<file path="src/rtl/id_issue_stage.sv">
// MIPS decode/issue stage: combinational decode with operand bypass and load-use
// hazard detection, feeding a valid/ready ID/EX register.
module id_issue_stage #(
   parameter int DATA_W = 32,
   parameter int NFWD   = 2
) (
   input  logic                   clk,
   input  logic                   rst,
   input  logic                   in_valid,
   output logic                   in_ready,
   input  logic [31:0]            inst_i,
   input  logic [31:0]            pc_i,
   output logic [4:0]             rf_raddr1,
   output logic [4:0]             rf_raddr2,
   input  logic [DATA_W-1:0]      rf_rdata1,
   input  logic [DATA_W-1:0]      rf_rdata2,
   input  logic [NFWD-1:0]        fwd_we,
   input  logic [5*NFWD-1:0]      fwd_waddr,
   input  logic [DATA_W*NFWD-1:0] fwd_wdata,
   input  logic [NFWD-1:0]        fwd_pending,
   output logic                   out_valid,
   input  logic                   out_ready,
   output logic [7:0]             aluop_o,
   output logic [2:0]             alusel_o,
   output logic [DATA_W-1:0]      reg1_o,
   output logic [DATA_W-1:0]      reg2_o,
   output logic [4:0]             wd_o,
   output logic                   wreg_o,
   output logic [31:0]            pc_o,
   output logic                   invalid_o,
   output logic [15:0]            stall_cnt_o
);

   localparam logic [7:0] ALU_NOP = 8'h00, ALU_AND = 8'h24, ALU_OR  = 8'h25,
                          ALU_XOR = 8'h26, ALU_NOR = 8'h27, ALU_LUI = 8'h5C,
                          ALU_SLL = 8'h7C, ALU_SRL = 8'h02, ALU_SRA = 8'h03;
   localparam logic [2:0] SEL_NOP = 3'b000, SEL_LOGIC = 3'b001, SEL_SHIFT = 3'b010;

   logic [5:0]  op, funct;
   logic [4:0]  rs, rt, rd, sa;
   logic [15:0] imm;

   assign op    = inst_i[31:26];
   assign rs    = inst_i[25:21];
   assign rt    = inst_i[20:16];
   assign rd    = inst_i[15:11];
   assign sa    = inst_i[10:6];
   assign funct = inst_i[5:0];
   assign imm   = inst_i[15:0];

   assign rf_raddr1 = rs;
   assign rf_raddr2 = rt;

   // Returns {pending, data}; index 0 is applied last so it wins, and $0 overrides all.
   function automatic logic [DATA_W:0] resolve(
      input logic [4:0]             addr,
      input logic [DATA_W-1:0]      rf_val,
      input logic [NFWD-1:0]        we,
      input logic [5*NFWD-1:0]      waddr,
      input logic [DATA_W*NFWD-1:0] wdata,
      input logic [NFWD-1:0]        pend
   );
      logic [DATA_W:0] r;
      r = {1'b0, rf_val};
      for (int i = NFWD - 1; i >= 0; i--) begin
         if (we[i] && waddr[5*i +: 5] == addr)
            r = {pend[i], wdata[DATA_W*i +: DATA_W]};
      end
      if (addr == 5'd0)
         r = '0;
      return r;
   endfunction

   logic [DATA_W:0]   opnd1, opnd2;
   logic              use_rs, use_rt, hazard, accept;
   logic [7:0]        dec_aluop;
   logic [2:0]        dec_alusel;
   logic [DATA_W-1:0] dec_reg1, dec_reg2;
   logic [4:0]        dec_wd;
   logic              dec_wreg, dec_invalid;

   always_comb begin
      opnd1 = resolve(rs, rf_rdata1, fwd_we, fwd_waddr, fwd_wdata, fwd_pending);
      opnd2 = resolve(rt, rf_rdata2, fwd_we, fwd_waddr, fwd_wdata, fwd_pending);
   end

   always_comb begin
      dec_aluop   = ALU_NOP;
      dec_alusel  = SEL_NOP;
      dec_reg1    = '0;
      dec_reg2    = '0;
      dec_wd      = 5'd0;
      dec_wreg    = 1'b0;
      dec_invalid = 1'b0;
      use_rs      = 1'b0;
      use_rt      = 1'b0;
      if (op == 6'h00 && inst_i[25:21] == 5'd0 &&
          (funct == 6'h00 || funct == 6'h02 || funct == 6'h03)) begin
         // Immediate shifts: shamt travels as operand 1
         dec_alusel = SEL_SHIFT;
         dec_aluop  = (funct == 6'h00) ? ALU_SLL : (funct == 6'h02) ? ALU_SRL : ALU_SRA;
         dec_reg1   = DATA_W'(sa);
         dec_reg2   = opnd2[DATA_W-1:0];
         dec_wd     = rd;
         dec_wreg   = 1'b1;
         use_rt     = 1'b1;
      end else if (op == 6'h00 && sa == 5'd0) begin
         dec_reg1 = opnd1[DATA_W-1:0];
         dec_reg2 = opnd2[DATA_W-1:0];
         dec_wd   = rd;
         dec_wreg = 1'b1;
         use_rs   = 1'b1;
         use_rt   = 1'b1;
         case (funct)
            6'h24:   begin dec_aluop = ALU_AND; dec_alusel = SEL_LOGIC; end
            6'h25:   begin dec_aluop = ALU_OR;  dec_alusel = SEL_LOGIC; end
            6'h26:   begin dec_aluop = ALU_XOR; dec_alusel = SEL_LOGIC; end
            6'h27:   begin dec_aluop = ALU_NOR; dec_alusel = SEL_LOGIC; end
            6'h04:   begin dec_aluop = ALU_SLL; dec_alusel = SEL_SHIFT; end
            6'h06:   begin dec_aluop = ALU_SRL; dec_alusel = SEL_SHIFT; end
            6'h07:   begin dec_aluop = ALU_SRA; dec_alusel = SEL_SHIFT; end
            default: begin
               dec_reg1    = '0;
               dec_reg2    = '0;
               dec_wd      = 5'd0;
               dec_wreg    = 1'b0;
               use_rs      = 1'b0;
               use_rt      = 1'b0;
               dec_invalid = (funct != 6'h0F);
            end
         endcase
      end else begin
         case (op)
            6'h0C, 6'h0D, 6'h0E, 6'h0F: begin
               dec_alusel = SEL_LOGIC;
               dec_aluop  = (op == 6'h0C) ? ALU_AND : (op == 6'h0D) ? ALU_OR :
                            (op == 6'h0E) ? ALU_XOR : ALU_LUI;
               dec_reg1   = opnd1[DATA_W-1:0];
               dec_reg2   = (op == 6'h0F) ? DATA_W'({imm, 16'h0000}) : DATA_W'(imm);
               dec_wd     = rt;
               dec_wreg   = 1'b1;
               use_rs     = 1'b1;
            end
            6'h33:   ;
            default: dec_invalid = 1'b1;
         endcase
      end
   end

   assign hazard   = (use_rs && opnd1[DATA_W]) || (use_rt && opnd2[DATA_W]);
   assign in_ready = (!out_valid || out_ready) && !hazard && !rst;
   assign accept   = in_valid && in_ready;

   logic              out_valid_q, out_valid_d;
   logic [7:0]        aluop_q, aluop_d;
   logic [2:0]        alusel_q, alusel_d;
   logic [DATA_W-1:0] reg1_q, reg1_d, reg2_q, reg2_d;
   logic [4:0]        wd_q, wd_d;
   logic              wreg_q, wreg_d, invalid_q, invalid_d;
   logic [31:0]       pc_q, pc_d;
   logic [15:0]       stall_cnt_q, stall_cnt_d;

   always_comb begin
      out_valid_d = out_valid_q;
      aluop_d     = aluop_q;
      alusel_d    = alusel_q;
      reg1_d      = reg1_q;
      reg2_d      = reg2_q;
      wd_d        = wd_q;
      wreg_d      = wreg_q;
      invalid_d   = invalid_q;
      pc_d        = pc_q;
      stall_cnt_d = stall_cnt_q;
      if (accept) begin
         out_valid_d = 1'b1;
         aluop_d     = dec_aluop;
         alusel_d    = dec_alusel;
         reg1_d      = dec_reg1;
         reg2_d      = dec_reg2;
         wd_d        = dec_wd;
         wreg_d      = dec_wreg;
         invalid_d   = dec_invalid;
         pc_d        = pc_i;
      end else if (out_ready) begin
         out_valid_d = 1'b0;
      end
      if (in_valid && hazard && stall_cnt_q != 16'hFFFF)
         stall_cnt_d = stall_cnt_q + 16'd1;
   end

   always_ff @(posedge clk) begin
      if (rst) begin
         out_valid_q <= 1'b0;
         aluop_q     <= '0;
         alusel_q    <= '0;
         reg1_q      <= '0;
         reg2_q      <= '0;
         wd_q        <= '0;
         wreg_q      <= 1'b0;
         invalid_q   <= 1'b0;
         pc_q        <= '0;
         stall_cnt_q <= '0;
      end else begin
         out_valid_q <= out_valid_d;
         aluop_q     <= aluop_d;
         alusel_q    <= alusel_d;
         reg1_q      <= reg1_d;
         reg2_q      <= reg2_d;
         wd_q        <= wd_d;
         wreg_q      <= wreg_d;
         invalid_q   <= invalid_d;
         pc_q        <= pc_d;
         stall_cnt_q <= stall_cnt_d;
      end
   end

   assign out_valid   = out_valid_q;
   assign aluop_o     = aluop_q;
   assign alusel_o    = alusel_q;
   assign reg1_o      = reg1_q;
   assign reg2_o      = reg2_q;
   assign wd_o        = wd_q;
   assign wreg_o      = wreg_q;
   assign invalid_o   = invalid_q;
   assign pc_o        = pc_q;
   assign stall_cnt_o = stall_cnt_q;

endmodule

</file>
<file path="config.mk">
export PLATFORM = sky130hd
export DESIGN_NAME = id_issue_stage
export DESIGN_NICKNAME = d
export VERILOG_FILES = /design/src/rtl/id_issue_stage.sv
export SDC_FILE = /design/constraint.sdc
export NUM_CORES = 1
export LEC_CHECK = 0
export ABC_CLOCK_PERIOD_IN_PS = 7000
export CORE_MARGIN = 10
export CORE_UTILIZATION = 35
export CTS_BUF_LIST = sky130_fd_sc_hd__clkbuf_4 sky130_fd_sc_hd__clkbuf_8
export DETAILED_ROUTE_END_ITERATION = 8
export PLACE_DENSITY = 0.72
export SYNTH_ARGS = -nofsm -noshare
export SYNTH_HDL_FRONTEND = slang
export SYNTH_SLANG_ARGS = --single-unit
</file>
<file path="constraint.sdc">
create_clock -name clk -period 7 [get_ports clk]
set_input_delay 1.05 -clock clk [delete_from_list [all_inputs] [get_ports clk]]
set_output_delay 1.05 -clock clk [all_outputs]
set_load 0.01 [all_outputs]
</file>
### Word level (Yosys, flattened, before mapping)

Index checks and enable logic that the tools add are counted.

| word-level totals | value |
|---|---|
| flip-flop bits (word level) | 131 |
| input port bits | 210 |
| output and inout bits | 142 |
| logic and storage cells | 108 |

| cells by class | value |
|---|---|
| add/sub/neg operators | 1 |
| equal/unequal tests | 20 |
| mux-type cells | 45 |
| reduce and logical (&&, ||, !) cells | 32 |

Operator list:

| kind | count |
|---|---|
| 32-bit 2-to-1 mux | 9 |
| 33-bit 2-to-1 mux | 6 |
| 7-bit one-hot mux with 7 select lines | 1 |
| 7-bit 2-to-1 mux | 5 |
| 6-bit equality test (second input constant) | 5 |
| 6-bit by 4-bit equality test with 1-bit output (second input constant) | 4 |
| 5-bit equality test | 4 |
| 5-bit 2-to-1 mux | 4 |
| 6-bit by 3-bit equality test with 1-bit output (second input constant) | 3 |
| 16-bit by 1-bit adder with 16-bit output (second input constant) | 1 |
| 8-bit 2-to-1 mux | 2 |
| 16-bit inequality test (second input constant) | 1 |
| 5-bit zero test | 3 |
| 1-bit 2-to-1 mux | 15 |
| 1-bit logical AND | 14 |
| 6-bit by 2-bit equality test with 1-bit output (second input constant) | 2 |
| 6-bit zero test | 2 |
| 4-bit OR reduction | 2 |
| 7-bit OR reduction | 1 |
| 3-bit 2-to-1 mux | 2 |
| 6-bit by 4-bit inequality test with 1-bit output (second input constant) | 1 |
| 5-bit OR reduction | 1 |
| 1-bit logical OR | 4 |
| 2-bit one-hot mux with 2 select lines | 1 |
| other kinds (3) | 5 |

### Logic depth before layout (Yosys ltp)

| depth | value |
|---|---|
| depth in word-level cells | 12 |
| mapped depth | 12 |
| gate-level depth less buffers | 7 |

### Least setup slack after synthesis

Ideal clock, no wire load.

| path | value |
|---|---|
| kind | input port to output port |
| from | input port fwd_waddr[1] |
| to | output port in_ready |
| data arrival time | 2.479 ns |
| data required time | 5.950 ns |
| setup slack | 3.471 ns |
| stages | 6 |
| buffers on the path | 0 |
| path through | xor2_1 -> nor4_1 -> nand3_1 -> mux2i_1 -> o22ai_1 -> nor3_1 |

| between the ends | value |
|---|---|
| cells in the longest elaborated chain, start to end | 9 |
| elaborated cells between the ends (all ways) | 14 |
| those cells by class | eq/ne: 2; mux: 4; reduce/logical: 8 |

RTL lines:

| element | RTL line | source |
|---|---|---|
| start: declaration | 18 | `input logic [5*NFWD-1:0] fwd_waddr,` |
| 5-bit equality test | 66 | `if (we[i] && waddr[5*i +: 5] == addr)` |
| 1-bit logical AND | 66 |  |
| 33-bit 2-to-1 mux | 66 |  |
| 33-bit 2-to-1 mux | 69 | `if (addr == 5'd0)` |
| 1-bit logical AND | 150 | `assign hazard = (use_rs && opnd1[DATA_W]) \|\| (use_rt && opnd2[DATA_W]);` |
| 1-bit logical OR (*) | 150 |  |
| 1-bit zero test (*) | 151 | `assign in_ready = (!out_valid \|\| out_ready) && !hazard && !rst;` |
| 1-bit logical AND (*) (2 in a row) | 151 |  |
| end: declaration | 10 | `output logic in_ready,` |

Mark *: on every way between the ends. The rest lies on a longest branch, timed or not.

### Final worst setup path

| path | value |
|---|---|
| from | input port inst_i[7] |
| to | output port in_ready |

| between the ends | value |
|---|---|
| cells in the longest elaborated chain, start to end | 9 |
| elaborated cells between the ends (all ways) | 12 |
| those cells by class | mux: 4; reduce/logical: 8 |

RTL lines:

| element | RTL line | source |
|---|---|---|
| start: declaration | 11 | `input logic [31:0] inst_i,` |
| 5-bit zero test (*) | 107 | `end else if (op == 6'h00 && sa == 5'd0) begin` |
| 1-bit logical AND (*) | 107 |  |
| 1-bit 2-to-1 mux | 107 |  |
| 1-bit 2-to-1 mux | 97 | `if (op == 6'h00 && inst_i[25:21] == 5'd0 &&` |
| 1-bit logical AND | 150 |  |
| 1-bit logical OR (*) | 150 |  |
| 1-bit zero test (*) | 151 |  |
| 1-bit logical AND (*) (2 in a row) | 151 |  |

Marks and branches as above.

==> results by group <==
Drt
  – DR DRC count: 0
  – DRT Wirelength: 31,400 um
  – Post-DRT Antenna Nets: 0
  – Via count: 7,733
  – Vias per cell: 5.40
  – Routed wire length per instance: 21.9 um
  – Initial DRT Pass Iterations: 5
  – Initial DRC Count: 717

Synth
  – Multiplexer share of the synthesized area: 10.5%
  – Syn_area_per_cell: 7.98 sq um
  – Area share of the largest cell type after synthesis: 37.1%
  – Synth unique cells: 55
  – Number of enable flip-flop cells after synthesis: 0
  – Synth Register Bits: 127
  – Synth Area in Compound Gates: 21.9%
  – Ys async rst share: 0%
  – Post-synthesis sequential area ratio: 37.1%
  – Post-Synth XOR/XNOR Area: 2.56%
  – Simple-Gate Fraction of Synth Area: 21.4%
  – Synth Area in Adders: 0.183%
  – Synth Cell Area: 6850 sq um
  – Most used DFF post-synth: dfxtp_1
  – Synthesis Warnings: 0
  – Largest family of logic cells by synthesized area: compound AO/OA/AOI/OAI gates
  – Yosys top cell by area: dfxtp_1
  – Top cells by area, synth: dfxtp_1, mux2i_1, nand2_1
  – Gate count after technology mapping: 859

Clocking
  – Clock Latency Late Sink: 0.44 ns
  – Num CTS Buffers: 17
  – CTS Hold Bufs: 0
  – CTS tree: built
  – Root Driver: clkbuf_8
  – Clock slew at reported path FFs: 0.08 ns
  – CTS Sinks: 127
  – Post-CTS Setup Repair Bufs: 0
  – Post-cts resize count: 0
  – Max clock buf depth: 2
  – H-tree depth: 4

STA
  – Setup TNS: 0 ns
  – Slew Limit Headroom: 32.2%
  – Clock Skews: 0.0143 ns
  – Hold WS: 0.457 ns
  – Fin crit share: 70.5%
  – Tmin final: 4.94 ns
  – RSZ-0062 raised after global routing: false
  – Actual slew at the worst max-slew pin: 1.02 ns
  – Fin. max-slew vios: 0
  – Fmax: 203 MHz
  – Final WS setup: 2.06 ns
  – Final Hold Fails: 0
  – Final setup violation count: 0

Final layout
  – Final Cell Area: 10,800 sq um
  – Fill cells: 1,820
  – Final Util: 56.0%
  – Synth-to-Final Area Change: 58.1%
  – Layout Cells excl Fill: 1,432
  – Layout cell share with drive strength beyond 1: 6.69%
  – Fin nets: 1,365

Die
  – Die width: 160 um
  – Core area: 19,300 sq um
  – Area of the die: 25,600 sq um
  – Row count: 51
  – # IOs: 352
  – Die height: 160 um
  – Starting Density: 35.4%

Hold path
  – Min-delay src: pc_o[22]
  – Hold path endpoint: pc_o[22]
  – Min-Delay Path Class: register to register
  – Min-Delay Path Depth: 2

Setup path
  – Reg-to-Reg Start: out_valid
  – Worst-path fanout max: 7
  – Startpoint types: primary input
  – Reg2Reg Setup Slack: 4.03 ns
  – FF-to-FF End: aluop_o[0]
  – Setup CP Type: primary input to output pin
  – CP Capture Type: output pin
  – Crit path arrival time: 3.89 ns
  – Worst reg2reg path depth: 6
  – Worst Path Required: 5.95 ns

Place
  – Post-place setup slack: 2.10 ns
  – Cell Area, Placed: 10,400 sq um
  – DP HPWL: 23,900 um
  – Placer's final routability congestion estimate: 0.907
  – Port Buffers: 349
  – DP Cell Count: 1,400

Power and ir drop
  – Overall power: 1.86 mW
  – Leakage: 3.77 nW
  – Maximum VDD drop: 0.0000994 V
  – Power per cell area: 172 nW/um^2

Status
  – Run status: complete, no violations

GRT
  – Vias in the first global route: 7,426
  – Initial antenna violation count: 1
  – First-pass GRT wire length: 46,600 um
  – Total track usage: 23.4%
  – GRT overflow: 0
  – Largest net degree at the start of global routing: 86

Job
  – Max Cap Violations: 0
## where the power goes
part / total [mW] / switching, mW / internal [mW]
Clock: 0.689 / 0.316 / 0.372
Combinational: 0.400 / 0.183 / 0.218
Sequential: 0.774 / 0.0179 / 0.756
## cell usage after synthesis (6+ instances only)
| master | instances |
|---|---|
| mux2_2 | 7 |
| a221oi_1 | 37 |
| mux2i_1 | 63 |
| o31ai_1 | 11 |
| nand2_1 | 110 |
| a2111oi_0 | 14 |
| nor3_1 | 43 |
| a31o_2 | 14 |
| o21ai_0 | 45 |
| xnor2_1 | 7 |
| clkbuf_1 | 55 |
| o2111ai_1 | 13 |
| a21oi_1 | 67 |
| dfxtp_1 | 127 |
| a211oi_1 | 6 |
| or4_1 | 10 |
| buf_4 | 14 |
| nor4_1 | 7 |
| xor2_1 | 13 |
| buf_2 | 17 |
| nor2_1 | 102 |
| nand3_1 | 18 |
## flip-flops by register name, summed over array words and instances (netlist names)
register,cells
aluop_o,5
alusel_o,2
wreg_o,1
reg2_o,32
invalid_o,1
stall_cnt_o,16
pc_o,32
reg1_o,32
out_valid,1
wd_o,5
## cells in the final DEF (no fill, tap or decap), drive strengths merged, types with 13 or more instances in the layout
cell type / count
clkdlybuf4s50: 348
dfxtp: 127
nand2: 110
nor2: 102
a21oi: 67
mux2i: 63
o21ai: 46
nor3: 43
a221oi: 37
clkbuf: 19
nand3: 18
buf: 15
a2111oi: 14
a31o: 14
xor2: 13
o2111ai: 13
## cells by family after synthesis
logic type / after synthesis
compound gates: 222
xor+xnor: 20
fa+ha+maj: 1
buf+inv: 93
flops: 127
mux: 71
other cells: 1
simple gates: 324
## worst max-delay path, stage by stage
cell             delay [ns]
clkdlybuf4s50_1        0.51
nor4_1                 0.45
nand3b_1               0.23
a21boi_2               0.39
nand2_1                0.24
o22ai_1                0.40
nor3_1                 0.10
clkdlybuf4s50_1        0.51
## worst max path at each step
stage                            start       end  slack (ns)  depth (start not counted)
after floorplan           fwd_waddr[1]  in_ready        3.47                          6
after global placement       inst_i[0]  in_ready        2.16                          9
after detailed placement     inst_i[7]  in_ready        2.10                          8
after CTS                    inst_i[7]  in_ready        2.11                          8
after global routing         inst_i[7]  in_ready        1.84                          8
final                        inst_i[7]  in_ready        2.06                          8
## layout make-up
| class | count | area, sq um | share of cell area, % |
|---|---|---|---|
| Multi-Input combinational cell | 640 | 3930 | 36.3 |
| Timing Repair Buffer | 363 | 3590 | 33.2 |
| Sequential cell | 127 | 2540 | 23.5 |
| Tap cell | 265 | 332 | 3.06 |
| Clock buffer | 19 | 262 | 2.41 |
| Clock inverter | 12 | 158 | 1.45 |
| Inverter | 5 | 18.8 | 0.173 |
| Antenna cell | 1 | 2.50 | 0.0231 |
## layer usage
| layer | GRT usage [%] | wire, um | vias to the layer above |
|---|---|---|---|
| li1 | - | - | 3715 |
| met1 | 28.6 | 13000 | 3642 |
| met2 | 38.3 | 15000 | 350 |
| met3 | 8.46 | 2870 | 26 |
| met4 | 6.05 | 539 | 0 |
| met5 | 0 | 0 | - |
Power figures use the tool's default switching activity.
